==> config.mk <==
export PLATFORM = sky130hd
export DESIGN_NAME = video_timing_gen_flat
export DESIGN_NICKNAME = d
export VERILOG_FILES = /design/src/rtl/video_timing_gen_if.sv /design/src/rtl/video_timing_gen.sv /design/src/flat_wrapper.sv
export SDC_FILE = /design/constraint.sdc
export NUM_CORES = 1
export LEC_CHECK = 0
export ABC_AREA = 1
export CAP_MARGIN = 10
export CORE_UTILIZATION = 51
export DETAILED_ROUTE_END_ITERATION = 10
export HOLD_SLACK_MARGIN = 0.12
export PLACE_DENSITY = 0.79
export SLEW_MARGIN = 20
export SYNTH_ARGS = -nofsm -noshare
export SYNTH_HDL_FRONTEND = slang
export SYNTH_SLANG_ARGS = --single-unit
export TNS_END_PERCENT = 10
==> constraint.sdc <==
create_clock -name clk -period 1.95 [get_ports clk]
set_input_delay 0.4875 -clock clk [delete_from_list [all_inputs] [get_ports clk]]
set_output_delay 0.4875 -clock clk [all_outputs]
set_load 0.01 [all_outputs]
==> src/rtl/video_timing_gen_if.sv <==
// Control inputs and registered pixel/timing outputs of video_timing_gen.
interface video_timing_gen_if;
   logic        enable;
   logic [23:0] bg_color;
   logic [23:0] pixel_data_out;
   logic        hsync_out;
   logic        vsync_out;
   logic        vde_out;
   logic        frame_start;
   logic        busy;

   modport master (
      output enable, bg_color,
      input  pixel_data_out, hsync_out, vsync_out, vde_out, frame_start, busy
   );

   modport slave (
      input  enable, bg_color,
      output pixel_data_out, hsync_out, vsync_out, vde_out, frame_start, busy
   );
endinterface

==> src/rtl/video_timing_gen.sv <==
// Raster timing generator: active/front porch/sync/back porch per line and per frame.
// Define TEST_PATTERN_EN to fill the active area with a counter pattern instead of bg_color.
module video_timing_gen #(
   parameter int H_ACTIVE = 640,
   parameter int H_FP     = 16,
   parameter int H_SYNC   = 96,
   parameter int H_BP     = 48,
   parameter int V_ACTIVE = 480,
   parameter int V_FP     = 10,
   parameter int V_SYNC   = 2,
   parameter int V_BP     = 33
) (
   input  logic              clk,
   input  logic              arst,
   video_timing_gen_if.slave vif
);

   localparam int H_TOTAL = H_ACTIVE + H_FP + H_SYNC + H_BP;
   localparam int V_TOTAL = V_ACTIVE + V_FP + V_SYNC + V_BP;

   localparam logic [11:0] L_H_LAST   = 12'(H_TOTAL - 1);
   localparam logic [11:0] L_H_ACT    = 12'(H_ACTIVE);
   localparam logic [11:0] L_HS_BEG   = 12'(H_ACTIVE + H_FP);
   localparam logic [11:0] L_HS_END   = 12'(H_ACTIVE + H_FP + H_SYNC);
   localparam logic [11:0] L_V_LAST   = 12'(V_TOTAL - 1);
   localparam logic [11:0] L_V_ACT    = 12'(V_ACTIVE);
   localparam logic [11:0] L_VS_BEG   = 12'(V_ACTIVE + V_FP);
   localparam logic [11:0] L_VS_END   = 12'(V_ACTIVE + V_FP + V_SYNC);

   typedef enum logic [1:0] {S_IDLE, S_RUN, S_STOPPING} state_t;

   state_t      r_state;
   state_t      w_state_nxt;
   logic [11:0] r_h_cnt;
   logic [11:0] r_v_cnt;

   logic        w_h_wrap;
   logic        w_frame_end;
   logic        w_active;
   logic        w_vde;
   logic        w_hs;
   logic        w_vs;
   logic        w_fs;
   logic [23:0] w_pix_src;
   logic [23:0] w_pix;

   logic [23:0] r_pix;
   logic        r_vde;
   logic        r_hs;
   logic        r_vs;
   logic        r_fs;

   assign w_h_wrap    = (r_h_cnt == L_H_LAST);
   assign w_frame_end = w_h_wrap && (r_v_cnt == L_V_LAST);
   assign w_active    = (r_state != S_IDLE);

   always_ff @(posedge clk or negedge arst) begin
      if (!arst) r_state <= S_IDLE;
      else       r_state <= w_state_nxt;
   end

   // Stopping only takes effect at the last pixel of a frame, so frames are never cut short.
   always_comb begin
      w_state_nxt = r_state;
      case (r_state)
         S_IDLE:     if (vif.enable) w_state_nxt = S_RUN;
         S_RUN:      if (!vif.enable) w_state_nxt = S_STOPPING;
         S_STOPPING: begin
            if (vif.enable)       w_state_nxt = S_RUN;
            else if (w_frame_end) w_state_nxt = S_IDLE;
         end
         default:    w_state_nxt = S_IDLE;
      endcase
   end

   // Counters sit at zero in IDLE, so the start edge already presents pixel (0,0).
   always_ff @(posedge clk or negedge arst) begin
      if (!arst) begin
         r_h_cnt <= '0;
         r_v_cnt <= '0;
      end else if (r_state == S_IDLE) begin
         r_h_cnt <= '0;
         r_v_cnt <= '0;
      end else if (w_h_wrap) begin
         r_h_cnt <= '0;
         r_v_cnt <= (r_v_cnt == L_V_LAST) ? 12'd0 : r_v_cnt + 12'd1;
      end else begin
         r_h_cnt <= r_h_cnt + 12'd1;
      end
   end

   always_comb begin
      w_vde = w_active && (r_h_cnt < L_H_ACT) && (r_v_cnt < L_V_ACT);
      w_hs  = w_active && (r_h_cnt >= L_HS_BEG) && (r_h_cnt < L_HS_END);
      w_vs  = w_active && (r_v_cnt >= L_VS_BEG) && (r_v_cnt < L_VS_END);
      w_fs  = w_active && (r_h_cnt == 12'd0) && (r_v_cnt == 12'd0);
`ifdef TEST_PATTERN_EN
      w_pix_src = {r_h_cnt[7:0], r_v_cnt[7:0], r_h_cnt[7:0] ^ r_v_cnt[7:0]};
`else
      w_pix_src = vif.bg_color;
`endif
      w_pix = w_vde ? w_pix_src : 24'd0;
   end

   always_ff @(posedge clk or negedge arst) begin
      if (!arst) begin
         r_pix <= '0;
         r_vde <= 1'b0;
         r_hs  <= 1'b0;
         r_vs  <= 1'b0;
         r_fs  <= 1'b0;
      end else begin
         r_pix <= w_pix;
         r_vde <= w_vde;
         r_hs  <= w_hs;
         r_vs  <= w_vs;
         r_fs  <= w_fs;
      end
   end

   assign vif.pixel_data_out = r_pix;
   assign vif.vde_out        = r_vde;
   assign vif.hsync_out      = r_hs;
   assign vif.vsync_out      = r_vs;
   assign vif.frame_start    = r_fs;
   assign vif.busy           = w_active;

endmodule

==> src/flat_wrapper.sv <==
// flat-port wrapper written by rule: the top's interface ports become plain ports
module video_timing_gen_flat 
#(
   parameter int H_ACTIVE = 640,
   parameter int H_FP     = 16,
   parameter int H_SYNC   = 96,
   parameter int H_BP     = 48,
   parameter int V_ACTIVE = 480,
   parameter int V_FP     = 10,
   parameter int V_SYNC   = 2,
   parameter int V_BP     = 33
)
  (clk, arst, vif_enable, vif_bg_color, vif_pixel_data_out, vif_hsync_out, vif_vsync_out, vif_vde_out, vif_frame_start, vif_busy);
  video_timing_gen_if vif_i ();
  input  logic clk;
  input  logic arst;
  input wire logic [$bits(vif_i.enable)-1:0] vif_enable;
  input wire logic [$bits(vif_i.bg_color)-1:0] vif_bg_color;
  output wire logic [$bits(vif_i.pixel_data_out)-1:0] vif_pixel_data_out;
  output wire logic [$bits(vif_i.hsync_out)-1:0] vif_hsync_out;
  output wire logic [$bits(vif_i.vsync_out)-1:0] vif_vsync_out;
  output wire logic [$bits(vif_i.vde_out)-1:0] vif_vde_out;
  output wire logic [$bits(vif_i.frame_start)-1:0] vif_frame_start;
  output wire logic [$bits(vif_i.busy)-1:0] vif_busy;
  assign vif_i.enable = vif_enable;
  assign vif_i.bg_color = vif_bg_color;
  assign vif_pixel_data_out = vif_i.pixel_data_out;
  assign vif_hsync_out = vif_i.hsync_out;
  assign vif_vsync_out = vif_i.vsync_out;
  assign vif_vde_out = vif_i.vde_out;
  assign vif_frame_start = vif_i.frame_start;
  assign vif_busy = vif_i.busy;
  video_timing_gen #(.H_ACTIVE(H_ACTIVE), .H_FP(H_FP), .H_SYNC(H_SYNC), .H_BP(H_BP), .V_ACTIVE(V_ACTIVE), .V_FP(V_FP), .V_SYNC(V_SYNC), .V_BP(V_BP)) u_core (.clk(clk), .arst(arst), .vif(vif_i));
endmodule
==> results.txt, run 1 <==
* Status: completed
* Power per standard cell area: about 650 nW/um2
- The critical path in this run is classified as flip-flop to output port.
- Once the floorplan was initialized, standard cells occupied 53.6% of the core.
- Gate count after technology mapping: roughly 330
- Of the post-synthesis cell area, the dominant cell type holds between 40% and 50%.
- Setup violations remaining at the end of the flow were counted as 0.
* Count of port buffers added during placement: 55
* Crit path arrival time: approximately 1.4 ns
- Largest buffer count on any clock path: 2
* Via count of the first global-routing pass: about 2,100
* Largest net degree at the start of global routing: 55
- Clock slew at reported path FFs: ~0.090 ns
- Width of the die: roughly 76 um
- The final critical path takes up between 90% and 100% of the cycle.
* Relative area change from synthesis to final layout: 25.9%
- Sorting the synthesized cells by area gives the leading types as dfrtp_1, nand2_1, nor2_4.
- During synthesis, Yosys emitted a total of 0 warnings.
- The final route contains approximately 2,200 vias.
- Of all nets on the critical path, the largest fanout is 4.
- The clock tree synthesis step divided the H-tree into 2 levels.
* Startpoint class of the critical path: flip-flop
- The die covers approximately 5700 um2.
* Clock tree root buffer cell: clkbuf_8
* Unique masters post-synth: 27
- Unrepaired setup endpoints after global routing: false
- In this run, synthesis produced a sequential element count of 54.
* Critical path's slowest cell: clkdlybuf4s50_1
* Number of filler instances in the final layout: between 400 and 500
- Pre-antenna DRT Iters: 5
- Core Region: about 5200 um2
* Minimum hold slack: 0.153 ns
- Actual transition at the worst max-transition pin: 0.330 ns
- The routed design has approximately 5400 um of wire.
- Peak clock frequency supported by timing: approximately 530 MHz
* Library cell occupying the most area in the post-synthesis netlist: dfrtp_1
- Post-detailed-route via-to-cell ratio: between 4 and 5
- Max-slew violation count: 0
* Number of maximum-capacitance constraint violations: 0
* VDD IR max: approximately 0.00044 V
- Area occupied by registers: 1350 um2
- Prior to clock tree synthesis, the placed netlist has a worst setup slack of a little under 0.3 ns.
- The first global-routing pass estimated between 8000 and 9000 um of wire.
* Standard-cell rows: 26
- Mean instance size in the synthesized netlist: about 8.5 um2
- The worst pin sits at a relative slew slack of between 70% and 80%.
- Cell area after placement: 3390 um2
- The worst path meets setup with 0.0682 ns of slack.
- Hpwl dp: 4030 um
* Diode insertion count for antenna repair: 0
- For this run, design rule violations remaining after detail routing come to 0.
- Final-report hold violation count: 0
- The path class of the tightest hold or removal check is input port to asynchronous set/reset pin.
- CTS tree: yes
* Clock period minus final worst setup slack: around 1.9 ns
* Number of top-level pins: 56
- TritonCTS created 5 clock buffers.
- Static power due to leakage: 1.70 nW
* Setup total negative slack: 0 ns
- For this run, the slowest stage of the critical path takes roughly 0.47 ns.
* Utilization after layout: 67.5%
- Final total power: 2.26 mW
- Sequential elements use between 40% and 50% of the synthesized area.
- At the end of routability-driven placement, the weighted congestion stood at 0.913.
- The signal on the critical path passes through nor2_4, clkinv_2, clkdlybuf4s50_1.
- Clock latency on the worst-skew pair: 0.30 ns
* Worst Setup End Kind: output port
* Hold buffer count at CTS: 0
- The clock drives 54 sinks.
- Required time of the critical path: about 1.5 ns
- The floorplan step set the die height to between 70 and 80 um.
- In this run, placement finished with an instance count of 448.
- Counting every net in the synthesized netlist gives approximately 360.
- The total overflow left after global routing is 0.
- Netlist area before placement: approximately 2800 um2
- The count of cells in the finished layout, fillers not included, comes to ~460.
- Share of final-layout standard cells stronger than drive strength 1: between 10% and 20%
- Count of nets after finishing: about 420
- Clock skew after layout: ~0.0028 ns
- Final non-filler cell area: ~3500 um2
- First-iteration detailed-routing DRC count: between 200 and 250
* Post-detailed-route wirelength per cell: 11.8 um
- The detail route stage leaves a number of antenna-violating nets equal to 0.
- Total track usage: between 20% and 30%
* Area occupied by multi-input gates: between 1000 and 1500 um2
* Antenna violations before repair: 0
-- sequential cells by signal (all words and copies together), names as in the netlist --
signal                     flops
u_core.vif.pixel_data_out     24
u_core.r_h_cnt                12
u_core.r_v_cnt                12
u_core.r_state                 2
u_core.vif.frame_start         1
u_core.vif.hsync_out           1
u_core.vif.vde_out             1
u_core.vif.vsync_out           1
-- layer usage --
metal	wire, um	vias up	global-route usage [%]
li1	-	1100	-
met1	2350	1062	26.1
met2	2530	75	33.9
met3	459	7	8.20
met4	58	0	5.56
met5	0	-	0
-- critical path, delay by kind of cell, from the launching register on --
| family | cells | cell delay (ns) |
|---|---|---|
| buffers and inverters | 2 | 0.53 |
| DFF | 1 | 0.45 |
| and+or+nand+nor | 1 | 0.11 |
-- cells by family after synthesis --
kind of cell	share of synthesized area [%]
simple gates	35.5
buf+inv	10.5
flops	48.7
compound gates	1.98
xor+xnor	1.58
fa+ha+maj	1.80
-- cells in the final DEF, fill, tap and decap left out, types with 2 or more instances in the layout --
| cell type | count |
|---|---|
| nand2_1 | 79 |
| clkdlybuf4s50_1 | 54 |
| dfrtp_1 | 53 |
| inv_1 | 51 |
| nor2_1 | 39 |
| nor2_4 | 22 |
| nand3_1 | 19 |
| nand4_1 | 9 |
| nor2_2 | 6 |
| inv_2 | 5 |
| a21oi_1 | 5 |
| clkbuf_8 | 5 |
| o21ai_0 | 4 |
| nor3_1 | 4 |
| xor2_1 | 4 |
| ha_1 | 4 |
| buf_4 | 4 |
| nand2_2 | 3 |
| o21ai_1 | 2 |
| nand3_4 | 2 |
| nor4_1 | 2 |
| clkinvlp_4 | 2 |
| buf_12 | 2 |
-- report_power, final --
part / internal [mW] / switching [mW]
clock: 0.246 / 0.363
sequential: 1.19 / 0.0320
combinational: 0.217 / 0.216
total: 1.65 / 0.611
-- path summary, 6_finish.rpt --
| path | depth (start not counted) | startpoint | slack [ns] | end |
|---|---|---|---|---|
| min in group clk | 1 | u_core.r_h_cnt[0] | 0.49 | u_core.r_h_cnt[0] |
| setup / recovery | 3 | u_core.r_state[1] | 0.07 | vif_busy |
| max in group asynchronous | 2 | arst | 1.56 | u_core.vif.pixel_data_out[12] |
| setup reg to reg | 8 | u_core.r_v_cnt[11] | 0.40 | u_core.vif.pixel_data_out[18] |
| hold / removal | 2 | arst | 0.15 | u_core.r_v_cnt[2] |
| hold reg to reg | 1 | u_core.r_h_cnt[0] | 0.49 | u_core.r_h_cnt[0] |
-- Yosys cell counts --
cell type,count
nand2_1,79
dfrtp_1,54
inv_1,51
nor2_1,39
nor2_4,22
nand3_1,19
nand4_1,9
nor2_2,6
a21oi_1,5
inv_2,5
ha_1,4
nor3_1,4
o21ai_0,4
xor2_1,4
nand2_2,3
buf_12,2
buf_2,2
nand3_4,2
nor4_1,2
o21ai_1,2
buf_4,1
buf_6,1
clkinv_2,1
inv_4,1
nand2_4,1
or2_2,1
xnor2_1,1
-- what timing repair did --
action,CTS,global route
pin swaps,1,0
cloned,0,0
endpoints found under the setup margin,1,1
gates resized for setup,0,1
setup buffers,1,1
-- final cells by class --
cell class	count	share of cell area, %
Sequential cell	54	38.7
Multi-Input combinational cell	207	32.4
Clock buffer	5	1.97
Clock inverter	2	0.430
Tap cell	70	2.51
Timing Repair Buffer	61	17.6
Inverter	58	6.34
No activity file was read; power rests on OpenSTA's default activity.
==> inputs of run 2 (changes only) <==
--- a/config.mk
+++ b/config.mk
@@ -7,10 +7,12 @@
 export LEC_CHECK = 0
 export ABC_AREA = 1
 export CAP_MARGIN = 10
-export CORE_UTILIZATION = 51
+export CELL_PAD_IN_SITES_DETAIL_PLACEMENT = 2
+export CELL_PAD_IN_SITES_GLOBAL_PLACEMENT = 2
+export CORE_UTILIZATION = 30
 export DETAILED_ROUTE_END_ITERATION = 10
 export HOLD_SLACK_MARGIN = 0.12
-export PLACE_DENSITY = 0.79
+export PLACE_DENSITY_LB_ADDON = 0.1
 export SLEW_MARGIN = 20
 export SYNTH_ARGS = -nofsm -noshare
 export SYNTH_HDL_FRONTEND = slang
==> constraint.sdc (replaced) <==
create_clock -name clk -period 1.95 [get_ports clk]
set_input_delay 0.2925 -clock clk [delete_from_list [all_inputs] [get_ports clk]]
set_output_delay 0.2925 -clock clk [all_outputs]
set_load 0.01 [all_outputs]
==> run 2 against run 1 <==
Net effect:
- via count up 0.58%
- critical endpoint unchanged
- highest routed layer unchanged
- critical path depth unchanged
- largest power group unchanged
- wire length up 36%
==> results.txt, run 2 (synthesis results as in run 1) <==
* Number of non-filler instances in the completed layout: 496 (was 457)
* Setup Crit Path Kind: flip-flop to output port (unchanged)
- Final total power: 2.46 mW (was 2.26 mW)
- Share of final-layout standard cells stronger than drive strength 1: 14.4% (was 14.7%)
- The reported max-cap violation count is 0 (unchanged).
* Max-slew violation count: 0 (unchanged)
- Cell area after placement: 3440 um2 (was 3390 um2)
- Remaining global-route overflow: 0 (unchanged)
* Pre-antenna DRT Iters: 6 (was 5)
- The worst hold margin is 0.443 ns (was 0.153 ns).
- The utilization after layout is 40.4% (was 67.5%).
- The final count of hold timing violations was 0 (unchanged).
- Area occupied by multi-input gates: 1130 um2 (unchanged)
- The count of routing violations after the opening detailed-route iteration came to 58 (was 224).
- Required time of the critical path: 1.66 ns (was 1.46 ns)
- The detailed-route DRC error count is 0 (unchanged).
- Final period utilization: 94.0% (was 96.5%)
* Actual transition at the worst max-transition pin: 0.444 ns (was 0.330 ns)
- Antenna violations before repair: 0 (unchanged)
- The highest fanout seen on the critical path came to 5 (was 4).
* Met3 Resource Use GR: 5.80% (was 8.20%)
* Static power due to leakage: 1.72 nW (was 1.70 nW)
- Initial core utilization: 31.3% (was 53.6%)
- The final HPWL from detailed placement was 5720 um (was 4030 um).
- The final routed wirelength across all metal layers was 7340 um (was 5390 um).
* Leading cell type in the layout, fill and taps excluded: nand2_1 (unchanged)
- The sequential standard cell area came to 1350 um2 (about the same).
* Unrepaired setup endpoints after global routing: false (unchanged)
- The total of fill cells in the finished design came to 1,015 (was 422).
- Clock latency on the worst-skew pair: 0.32 ns (was 0.30 ns)
- The path category of the worst min-delay check was input port to asynchronous set/reset pin (unchanged).
* Slew headroom: 70.4% (was 77.8%)
- Setup WS pre-CTS: 0.289 ns (was 0.292 ns)
* Power per standard cell area: 688 nW/um2 (was 647 nW/um2)
* Diode insertion count for antenna repair: 0 (unchanged)
* Number of H-tree levels: 2 (unchanged)
- The worst setup margin came to 0.117 ns (was 0.0682 ns).
* Total instance count after detailed placement: 486 (was 448)
* CTS tree: yes (unchanged)
- The count of buffers from port buffering is 55 (unchanged).
- Clock skew after layout: 0.00856 ns (was 0.00280 ns)
- Status: completed (unchanged).
* Final non-filler cell area: 3570 um2 (was 3490 um2)
- The overall routing resource usage came to 16.5% (was 20.9%).
- The flop-to-flop setup slack came to 0.32 ns (was 0.40 ns).
* Width of the die: 98.2 um (was 75.8 um)
* Largest net degree at the start of global routing: 39 (was 55)
- The number of vias after detailed routing is 2,257 (was 2,244).
- The height of the chip is 98.2 um (was 75.8 um).
- The top-level port count was 56 (unchanged).
- The most used routing layer in global routing is met2 (unchanged).
- The highest attainable clock frequency came to 546 MHz (was 531 MHz).
- The routed length per instance is 14.8 um (was 11.8 um).
* Clock period minus final worst setup slack: 1.83 ns (was 1.88 ns)
- Largest buffer count on any clock path: 2 (unchanged)
* Core Region: 8850 um2 (was 5170 um2)
- Count of nets after finishing: 418 (unchanged)
* Standard-cell rows: 34 (was 26)
- VDD IR max: 0.000431 V (was 0.000438 V)
* Total number of clock tree sinks: 54 (unchanged)
- CTS buffer count: 5 (unchanged)
- The via count of the first global-routing pass is 2,487 (was 2,050).
- The cell chosen for the clock root is clkbuf_8 (unchanged).
- Global routing met1 resource utilization: 19.9% (was 26.1%)
* Full die area: 9640 um2 (was 5740 um2)
* Relative area change from synthesis to final layout: 28.9% (was 25.9%)
* Startpoint class of the critical path: flip-flop (unchanged)
* Post-detailed-route via-to-cell ratio: 4.55 (was 4.91)
- The weighted congestion at the end of routability-driven global placement came to 0.794 (was 0.913).
* Wire length of the first global-routing pass: 12,400 um (was 8980 um)
- The final antenna-violating net count was 0 (unchanged).
- Clock slew at reported path FFs: 0.11 ns (was 0.09 ns)
- The sort of element at the end of the critical path is an output port (unchanged).
- The global routing met2 resource utilization was 28.0% (was 33.9%).
- The final-layout setup total negative slack is 0 ns (unchanged).
- Count of final setup violators: 0 (unchanged)
* Flip-flop count of the largest register, all copies and words added: 24 (unchanged)
- Top library cells by usage in the layout, fill and taps aside: nand2_1, clkdlybuf4s50_1, dfrtp_1 (unchanged).
- The data arrival at the endpoint of the critical path was 1.54 ns (was 1.39 ns).
## run 2: worst max-delay path: stages (launching register included)
cell and delay, ns:
dfrtp_1 0.44, nor2_4 0.14, clkinv_2 0.13, clkdlybuf4s50_1 0.51
## run 2: report_power, final
group,total (mW),internal (mW),switching [mW]
combinational,0.447,0.218,0.229
sequential,1.22,1.19,0.0328
clock,0.795,0.390,0.405
total,2.46,1.79,0.666
## run 2: what timing repair did
action / 4_1_cts / 5_1_grt
gates resized for setup: 0 / 0
buffers inserted: 1 / 0
setup endpoints to repair: 1 / 0
hold endpoints to repair: 16 / 0
hold buffers: 1 / 0
## run 2: area by class of cell
| class | count | area share, % |
|---|---|---|
| well taps | 108 | 3.78 |
| clock buffers | 5 | 1.93 |
| inverters | 58 | 6.20 |
| repair buffers | 61 | 17.3 |
| flip-flops and latches | 54 | 37.8 |
| clock inverters | 3 | 1.33 |
| multi-input cells | 207 | 31.7 |
## run 2: worst paths after layout
check / from / end / depth (start not counted)
max in group asynchronous: arst / u_core.r_v_cnt[11] / 3
setup / recovery: u_core.r_state[0] / vif_busy / 3
hold reg to reg: u_core.r_h_cnt[0] / u_core.r_h_cnt[0] / 1
hold / removal: arst / u_core.r_h_cnt[7] / 2
setup reg to reg: u_core.r_h_cnt[10] / u_core.vif.pixel_data_out[10] / 7
min in group clk: vif_bg_color[1] / u_core.vif.pixel_data_out[1] / 3
## run 2: per-layer routing
layer  part of all wire, %  vias up
li1                      -     1099
met1                    44     1106
met2                    48       47
met3                   6.9        5
met4                   1.3        0
met5                     0        -
